### src/rtl/vga_index_mem_arbiter_if.sv
// Bus bundle between the pixel-index RAM arbiter and its environment
// (processor write port, VGA refresh reader, clear control, index RAM).
interface vga_index_mem_arbiter_if #(
  parameter int ADDR_W     = 19,
  parameter int DATA_W     = 8,
  parameter int FIFO_DEPTH = 16
);
  localparam int LVL_W = $clog2(FIFO_DEPTH) + 1;

  logic              iWR_EN;
  logic [ADDR_W-1:0] iWR_ADDR;
  logic [DATA_W-1:0] iWR_DATA;
  logic              oWR_FULL;
  logic [LVL_W-1:0]  oFIFO_LEVEL;
  logic              oOVF;
  logic              iRD_REQ;
  logic [ADDR_W-1:0] iRD_ADDR;
  logic [DATA_W-1:0] oRD_DATA;
  logic              oRD_VALID;
  logic              iCLR_START;
  logic [DATA_W-1:0] iCLR_DATA;
  logic              oCLR_BUSY;
  logic [ADDR_W-1:0] oMEM_ADDR;
  logic [DATA_W-1:0] oMEM_WDATA;
  logic              oMEM_WE;
  logic [DATA_W-1:0] iMEM_Q;

  modport master (
    output iWR_EN, iWR_ADDR, iWR_DATA,
    output iRD_REQ, iRD_ADDR,
    output iCLR_START, iCLR_DATA,
    output iMEM_Q,
    input  oWR_FULL, oFIFO_LEVEL, oOVF,
    input  oRD_DATA, oRD_VALID, oCLR_BUSY,
    input  oMEM_ADDR, oMEM_WDATA, oMEM_WE
  );

  modport slave (
    input  iWR_EN, iWR_ADDR, iWR_DATA,
    input  iRD_REQ, iRD_ADDR,
    input  iCLR_START, iCLR_DATA,
    input  iMEM_Q,
    output oWR_FULL, oFIFO_LEVEL, oOVF,
    output oRD_DATA, oRD_VALID, oCLR_BUSY,
    output oMEM_ADDR, oMEM_WDATA, oMEM_WE
  );
endinterface

### src/rtl/vga_index_mem_arbiter.sv
// Single-port VGA index RAM arbiter: refresh reads > clear engine >
// buffered processor writes, one registered RAM access per cycle.
module vga_index_mem_arbiter #(
  parameter int ADDR_W     = 19,
  parameter int DATA_W     = 8,
  parameter int FIFO_DEPTH = 16,
  parameter int MEM_DEPTH  = 307200
) (
  input logic                   iCLK,
  input logic                   iRST,
  vga_index_mem_arbiter_if.slave bus
);

  localparam int PTR_W = $clog2(FIFO_DEPTH);
  localparam int LVL_W = PTR_W + 1;
  localparam int ENT_W = ADDR_W + DATA_W;
  localparam logic [ADDR_W-1:0] LAST = ADDR_W'(MEM_DEPTH - 1);
  localparam logic [LVL_W-1:0]  FULL_LVL = LVL_W'(FIFO_DEPTH);

  typedef enum logic {C_IDLE, C_RUN} clr_state_e;

  clr_state_e        state_q, state_d;
  logic [ADDR_W-1:0] clr_addr_q, clr_addr_d;
  logic [DATA_W-1:0] clr_data_q, clr_data_d;
  logic [PTR_W-1:0]  wptr_q, wptr_d;
  logic [PTR_W-1:0]  rptr_q, rptr_d;
  logic [LVL_W-1:0]  cnt_q, cnt_d;
  logic              ovf_q, ovf_d;
  logic [ADDR_W-1:0] mem_addr_q, mem_addr_d;
  logic [DATA_W-1:0] mem_wdata_q, mem_wdata_d;
  logic              mem_we_q, mem_we_d;
  logic              rd_p_q, rd_p_d;
  logic              rd_vld_q, rd_vld_d;

  logic [ENT_W-1:0]  fifo_q [FIFO_DEPTH];
  logic [ADDR_W-1:0] head_addr;
  logic [DATA_W-1:0] head_data;
  logic              full, empty, push;
  logic              gnt_rd, gnt_clr, gnt_fifo;

  assign full      = (cnt_q == FULL_LVL);
  assign empty     = (cnt_q == '0);
  assign push      = bus.iWR_EN & ~full;
  assign gnt_rd    = bus.iRD_REQ;
  assign gnt_clr   = ~gnt_rd & (state_q == C_RUN);
  assign gnt_fifo  = ~gnt_rd & ~gnt_clr & ~empty;
  assign {head_addr, head_data} = fifo_q[rptr_q];

  always_comb begin
    state_d     = state_q;
    clr_addr_d  = clr_addr_q;
    clr_data_d  = clr_data_q;
    wptr_d      = wptr_q;
    rptr_d      = rptr_q;
    cnt_d       = cnt_q;
    mem_addr_d  = mem_addr_q;
    mem_wdata_d = mem_wdata_q;
    mem_we_d    = 1'b0;
    rd_p_d      = bus.iRD_REQ;
    rd_vld_d    = rd_p_q;
    ovf_d       = ovf_q | (bus.iWR_EN & full);

    if (push)     wptr_d = wptr_q + PTR_W'(1);
    if (gnt_fifo) rptr_d = rptr_q + PTR_W'(1);
    if (push && !gnt_fifo)      cnt_d = cnt_q + LVL_W'(1);
    else if (!push && gnt_fifo) cnt_d = cnt_q - LVL_W'(1);

    unique case (1'b1)
      gnt_rd: mem_addr_d = bus.iRD_ADDR;
      gnt_clr: begin
        mem_addr_d  = clr_addr_q;
        mem_wdata_d = clr_data_q;
        mem_we_d    = 1'b1;
      end
      gnt_fifo: begin
        mem_addr_d  = head_addr;
        mem_wdata_d = head_data;
        // out-of-range entries are drained but never written
        mem_we_d    = (head_addr <= LAST);
      end
      default: ;
    endcase

    unique case (state_q)
      C_IDLE: begin
        if (bus.iCLR_START && empty) begin
          state_d    = C_RUN;
          clr_addr_d = '0;
          clr_data_d = bus.iCLR_DATA;
        end
      end
      C_RUN: begin
        if (gnt_clr) begin
          if (clr_addr_q == LAST) state_d = C_IDLE;
          else clr_addr_d = clr_addr_q + ADDR_W'(1);
        end
      end
      default: state_d = C_IDLE;
    endcase
  end

  always_ff @(posedge iCLK or posedge iRST) begin
    if (iRST) begin
      state_q     <= C_IDLE;
      clr_addr_q  <= '0;
      clr_data_q  <= '0;
      wptr_q      <= '0;
      rptr_q      <= '0;
      cnt_q       <= '0;
      ovf_q       <= 1'b0;
      mem_addr_q  <= '0;
      mem_wdata_q <= '0;
      mem_we_q    <= 1'b0;
      rd_p_q      <= 1'b0;
      rd_vld_q    <= 1'b0;
    end else begin
      state_q     <= state_d;
      clr_addr_q  <= clr_addr_d;
      clr_data_q  <= clr_data_d;
      wptr_q      <= wptr_d;
      rptr_q      <= rptr_d;
      cnt_q       <= cnt_d;
      ovf_q       <= ovf_d;
      mem_addr_q  <= mem_addr_d;
      mem_wdata_q <= mem_wdata_d;
      mem_we_q    <= mem_we_d;
      rd_p_q      <= rd_p_d;
      rd_vld_q    <= rd_vld_d;
    end
  end

  always_ff @(posedge iCLK) begin
    if (push) fifo_q[wptr_q] <= {bus.iWR_ADDR, bus.iWR_DATA};
  end

  assign bus.oWR_FULL    = full;
  assign bus.oFIFO_LEVEL = cnt_q;
  assign bus.oOVF        = ovf_q;
  assign bus.oRD_VALID   = rd_vld_q;
  assign bus.oRD_DATA    = rd_vld_q ? bus.iMEM_Q : '0;
  assign bus.oCLR_BUSY   = (state_q == C_RUN);
  assign bus.oMEM_ADDR   = mem_addr_q;
  assign bus.oMEM_WDATA  = mem_wdata_q;
  assign bus.oMEM_WE     = mem_we_q;

endmodule

### src/flat_wrapper.sv
// flat-port wrapper written by rule: the top's interface ports become plain ports
module vga_index_mem_arbiter_flat 
#(
  parameter int ADDR_W     = 19,
  parameter int DATA_W     = 8,
  parameter int FIFO_DEPTH = 16,
  parameter int MEM_DEPTH  = 307200
)
  (iCLK, iRST, bus_iWR_EN, bus_iWR_ADDR, bus_iWR_DATA, bus_iRD_REQ, bus_iRD_ADDR, bus_iCLR_START, bus_iCLR_DATA, bus_iMEM_Q, bus_oWR_FULL, bus_oFIFO_LEVEL, bus_oOVF, bus_oRD_DATA, bus_oRD_VALID, bus_oCLR_BUSY, bus_oMEM_ADDR, bus_oMEM_WDATA, bus_oMEM_WE);
  vga_index_mem_arbiter_if #(.ADDR_W(ADDR_W), .DATA_W(DATA_W), .FIFO_DEPTH(FIFO_DEPTH)) bus_i ();
  input logic iCLK;
  input logic iRST;
  input wire logic [$bits(bus_i.iWR_EN)-1:0] bus_iWR_EN;
  input wire logic [$bits(bus_i.iWR_ADDR)-1:0] bus_iWR_ADDR;
  input wire logic [$bits(bus_i.iWR_DATA)-1:0] bus_iWR_DATA;
  input wire logic [$bits(bus_i.iRD_REQ)-1:0] bus_iRD_REQ;
  input wire logic [$bits(bus_i.iRD_ADDR)-1:0] bus_iRD_ADDR;
  input wire logic [$bits(bus_i.iCLR_START)-1:0] bus_iCLR_START;
  input wire logic [$bits(bus_i.iCLR_DATA)-1:0] bus_iCLR_DATA;
  input wire logic [$bits(bus_i.iMEM_Q)-1:0] bus_iMEM_Q;
  output wire logic [$bits(bus_i.oWR_FULL)-1:0] bus_oWR_FULL;
  output wire logic [$bits(bus_i.oFIFO_LEVEL)-1:0] bus_oFIFO_LEVEL;
  output wire logic [$bits(bus_i.oOVF)-1:0] bus_oOVF;
  output wire logic [$bits(bus_i.oRD_DATA)-1:0] bus_oRD_DATA;
  output wire logic [$bits(bus_i.oRD_VALID)-1:0] bus_oRD_VALID;
  output wire logic [$bits(bus_i.oCLR_BUSY)-1:0] bus_oCLR_BUSY;
  output wire logic [$bits(bus_i.oMEM_ADDR)-1:0] bus_oMEM_ADDR;
  output wire logic [$bits(bus_i.oMEM_WDATA)-1:0] bus_oMEM_WDATA;
  output wire logic [$bits(bus_i.oMEM_WE)-1:0] bus_oMEM_WE;
  assign bus_i.iWR_EN = bus_iWR_EN;
  assign bus_i.iWR_ADDR = bus_iWR_ADDR;
  assign bus_i.iWR_DATA = bus_iWR_DATA;
  assign bus_i.iRD_REQ = bus_iRD_REQ;
  assign bus_i.iRD_ADDR = bus_iRD_ADDR;
  assign bus_i.iCLR_START = bus_iCLR_START;
  assign bus_i.iCLR_DATA = bus_iCLR_DATA;
  assign bus_i.iMEM_Q = bus_iMEM_Q;
  assign bus_oWR_FULL = bus_i.oWR_FULL;
  assign bus_oFIFO_LEVEL = bus_i.oFIFO_LEVEL;
  assign bus_oOVF = bus_i.oOVF;
  assign bus_oRD_DATA = bus_i.oRD_DATA;
  assign bus_oRD_VALID = bus_i.oRD_VALID;
  assign bus_oCLR_BUSY = bus_i.oCLR_BUSY;
  assign bus_oMEM_ADDR = bus_i.oMEM_ADDR;
  assign bus_oMEM_WDATA = bus_i.oMEM_WDATA;
  assign bus_oMEM_WE = bus_i.oMEM_WE;
  vga_index_mem_arbiter #(.ADDR_W(ADDR_W), .DATA_W(DATA_W), .FIFO_DEPTH(FIFO_DEPTH), .MEM_DEPTH(MEM_DEPTH)) u_core (.iCLK(iCLK), .iRST(iRST), .bus(bus_i));
endmodule
### config.mk
export PLATFORM = sky130hd
export DESIGN_NAME = vga_index_mem_arbiter_flat
export DESIGN_NICKNAME = d
export VERILOG_FILES = /design/src/rtl/vga_index_mem_arbiter_if.sv /design/src/rtl/vga_index_mem_arbiter.sv /design/src/flat_wrapper.sv
export SDC_FILE = /design/constraint.sdc
export NUM_CORES = 1
export LEC_CHECK = 0
export CAP_MARGIN = 20
export CORE_MARGIN = 2
export CORE_UTILIZATION = 45
export CTS_CLUSTER_DIAMETER = 200
export DETAILED_ROUTE_END_ITERATION = 8
export GPL_ROUTABILITY_DRIVEN = 0
export PLACE_DENSITY = 0.65
export SLEW_MARGIN = 20
export SYNTH_ARGS = -nofsm -noshare
export SYNTH_HDL_FRONTEND = slang
export SYNTH_SLANG_ARGS = --single-unit
### constraint.sdc
create_clock -name iCLK -period 3.3 [get_ports iCLK]
set_clock_uncertainty 0.05 [all_clocks]
set_input_delay 0.495 -clock iCLK [delete_from_list [all_inputs] [get_ports iCLK]]
set_output_delay 0.495 -clock iCLK [all_outputs]
set_load 0.05 [all_outputs]
==> impl_summary.txt <==
----------------------------------------------------
[Clock network]
  Number of buffers on the longest clock path ... 3
  Clock buffers created by TritonCTS ... 48
  Later-pin clock latency in the skew report ... 0.57 ns
  Clk root buf ... clkbuf_16
  Number of buffers added to fix hold violations after cts ... 0
  CTS tree ... done
  Max H-tree Level ... 2
  Postcts setup bufs ... 0
  Post-cts sizing count ... 0
  Num Clock Sinks ... 504
  Clock slew at the register clock pins of the worst setup and hold paths ... 0.06 ns

[Die]
  Cell Rows ... 76
  Horizontal die dimension ... 214 um
  Chip Height ... 214 um
  I/O pin cnt ... 112
  Die ar. ... 0.0457 mm^2
  Placeable core area ... 0.0433 mm^2
  Starting utilization of the core area ... 0.458

[Job]
  Max-cap violations ... 0

[Global routing]
  Grt ovf ... 0
  Via count of the first global-routing pass ... 10500
  Overall global routing resource usage ... 0.199
  Wire length of the first global-routing pass ... 66.1 mm
  Maximum number of pins on one net before global-route repair ... 34
  Number of antenna violations at the first check in global routing ... 2

[STA]
  Slew at the pin closest to its max-slew limit ... 0.857 ns
  Post-Route Hold Slack ... 0.270 ns
  Post-route clock period utilization ... 0.931
  Accumulated negative setup slack ... 0 ns
  RSZ-0062 raised after global routing ... false
  Max-slew violation count ... 0
  FMAX ... 0.326 GHz
  Headroom to the max-slew limit ... 0.421
  Final-report hold violation count ... 0
  Setup violators final ... 0
  Final Critical Period ... 3.07 ns

[Synth]
  Count of state elements after synthesis ... 504
  Syn Area/Cell ... 19.7 um^2
  Cell accounting for the most synthesized area ... edfxtp_1
  Sequential share of the synthesized area ... 0.746
  Leading cell types by total area after synthesis ... edfxtp_1, mux4_2, dfrtp_1
  Area share of the leading cell type in the synthesized netlist ... 0.655
  Synthesized area ... 0.0198 mm^2
  Share of synthesized flip-flops with an asynchronous set or reset ... 0.143
  Number of enable flip-flop cells after synthesis ... 432
  Ys flop type ... edfxtp_1
  Unique cell type count in the Yosys netlist ... 54
  Net Count, Synth ... 1082
  Gate count after technology mapping ... 1004
  Number of warnings reported in the yosys synthesis log ... 0

[Detailed routing]
  Detailed-routing iteration count for the pre-antenna-repair pass ... 5
  Via-to-Cell Ratio ... 5.64
  Average detailed-routed wire length per instance ... 24.7 um
  DRC violation count after routing ... 0
  Number of DRC markers after the initial detailed-route iteration ... 1038
  Via total after detailed routing ... 10100
  Antenna Violating Nets Remaining ... 0
  Sum of routed wire length over all layers ... 44.1 mm

[Setup path]
  Worst EP arrival ... 2.53 ns
  Data required time of the worst path ... 2.75 ns
  Ordered list of cells on the worst path ... or4_4 > nor2_4 > clkdlybuf4s50_1
  Critical path capture point type ... primary output
  Critical path start-end classification ... reg2out
  Sort of element at the start of the critical path ... flop
  Critical Path Slowest Stage Cell ... clkdlybuf4s50_1
  Peak fanout along the critical path ... 4
  CP max stage delay ... 0.82 ns

[Pwr]
  Comb power frac ... 0.141
  Total leakage power ... 7.77 nW
  Power share of the sequential group ... 0.508
  Switching power of the nets ... 3.95 mW
  Power density normalized to cell area ... 655 mW/mm^2
  Peak ir drop on the vdd network ... 0.494 mV
  Power Total ... 15.6 mW
  Clock group share of total power ... 0.351
  Internal Pwr Total ... 11.6 mW
  Fraction of power spent switching nets ... 0.254

[Layout]
  Layout overhead on the synthesized area ... 19.9%
  Layout cells sized above 1 ... 0.231
  Antenna cells ... 0
  Fillcell total ... 3261
  Net count of the finished layout ... 1240
  Count of non-filler cells in the finished layout ... 1787

[Status]
  Result of the run ... finished clean

[Placed design]
  Placed cell count ... 1697
  Hpwl dp ... 25.5 mm
  Input/output buffers ... 111

[Min path]
  Hold Crit Class ... in2async

----------------------------------------------------
-- routing by layer --
layer / vias to the layer above / part of all wire / global-route usage
li1: 4412 / - / -
met1: 5297 / 0.43 / 0.280
met2: 313 / 0.49 / 0.327
met3: 46 / 0.063 / 0.0378
met4: 4 / 0.015 / 0.0445
met5: - / 0.00052 / 0
-- per-stage QoR --
step            util  setup slack [ns]  cell area, um^2
2_1_floorplan      -            0.0667            19800
3_3_place_gp   0.513             0.504            22200
3_5_place_dp   0.513             0.462            22200
4_1_cts        0.549             0.184            23800
5_1_grt        0.549             0.127            23800
6_report       0.549             0.228            23800
-- registers in the layout, indices dropped and copies added (netlist names), 4 cells and up --
signal	count
u_core.fifo_q	432
u_core.bus.oMEM_ADDR	19
u_core.clr_addr_q	19
u_core.bus.oMEM_WDATA	8
u_core.clr_data_q	8
u_core.bus.oFIFO_LEVEL	5
u_core.rptr_q	4
u_core.wptr_q	4
-- area by class of cell --
cell class,instances,area [um^2],area share
well taps,585,732,0.0308
flip-flops and latches,504,14800,0.622
clock inverters,29,280,0.0118
clock buffers,61,1290,0.0544
repair buffers,160,1720,0.0722
inverters,15,56.3,0.00237
multi-input cells,433,4900,0.206
-- final timing paths --
| kind | start | end | slack (ns) | cells past startpoint |
|---|---|---|---|---|
| hold reg to reg | u_core.rd_p_q | u_core.bus.oRD_VALID | 0.30 | 0 |
| max in group asynchronous | iRST | u_core.clr_addr_q[5] | 2.08 | 3 |
| hold / removal | iRST | u_core.bus.oFIFO_LEVEL[0] | 0.27 | 2 |
| setup reg to reg | u_core.bus.oFIFO_LEVEL[1] | u_core.bus.oFIFO_LEVEL[4] | 0.46 | 12 |
| min in group iCLK | u_core.rd_p_q | u_core.bus.oRD_VALID | 0.30 | 0 |
| setup / recovery | u_core.bus.oFIFO_LEVEL[1] | bus_oWR_FULL | 0.23 | 3 |
-- cell usage after synthesis (all sizes together) (12+ instances only) --
library cell / count
a21oi: 27
buf: 27
inv: 14
o22ai: 27
a22oi: 12
mux4: 129
o21ai: 18
xnor2: 12
edfxtp: 432
nor2: 41
dfrtp: 72
clkbuf: 25
nand2: 61
-- power groups by stage --
stage | Combinational, mW | Sequential, mW | Clock, mW
after floorplan | 1.02 | 8.18 | 0
after global placement | 2.19 | 8.01 | 0
after detailed placement | 2.22 | 8.04 | 0
after CTS | 2.22 | 7.91 | 5.56
after global routing | 2.34 | 7.97 | 5.83
final | 2.19 | 7.91 | 5.47
-- placed cells by master, fill, tap and decap left out, types with 13 or more instances in the layout --
| cell | netlist | final |
|---|---|---|
| edfxtp_1 | 432 | 432 |
| mux4_2 | 129 | 129 |
| clkdlybuf4s50_1 | 0 | 111 |
| dfrtp_1 | 72 | 69 |
| nand2_1 | 61 | 61 |
| clkbuf_16 | 0 | 50 |
| buf_4 | 1 | 30 |
| nor2_1 | 41 | 28 |
| a21oi_1 | 27 | 27 |
| o22ai_1 | 27 | 27 |
| buf_12 | 0 | 19 |
| o21ai_0 | 16 | 16 |
| inv_1 | 14 | 13 |
| nor2_4 | 0 | 13 |
-- cells by family after synthesis --
family | Yosys count | synth area share
fa+ha+maj | 11 | 0.00732
compound gates | 118 | 0.0398
mux | 131 | 0.148
buf+inv | 67 | 0.0143
xor+xnor | 20 | 0.00884
simple gates | 153 | 0.0365
flops | 504 | 0.746
-- worst max-delay path, delay by kind of cell (launching register included) --
kind | cells | cell delay, ns
flops | 1 | 0.41
buf+inv | 1 | 0.82
simple gates | 2 | 0.74
Note: power is estimated with default switching activity, not from simulation.
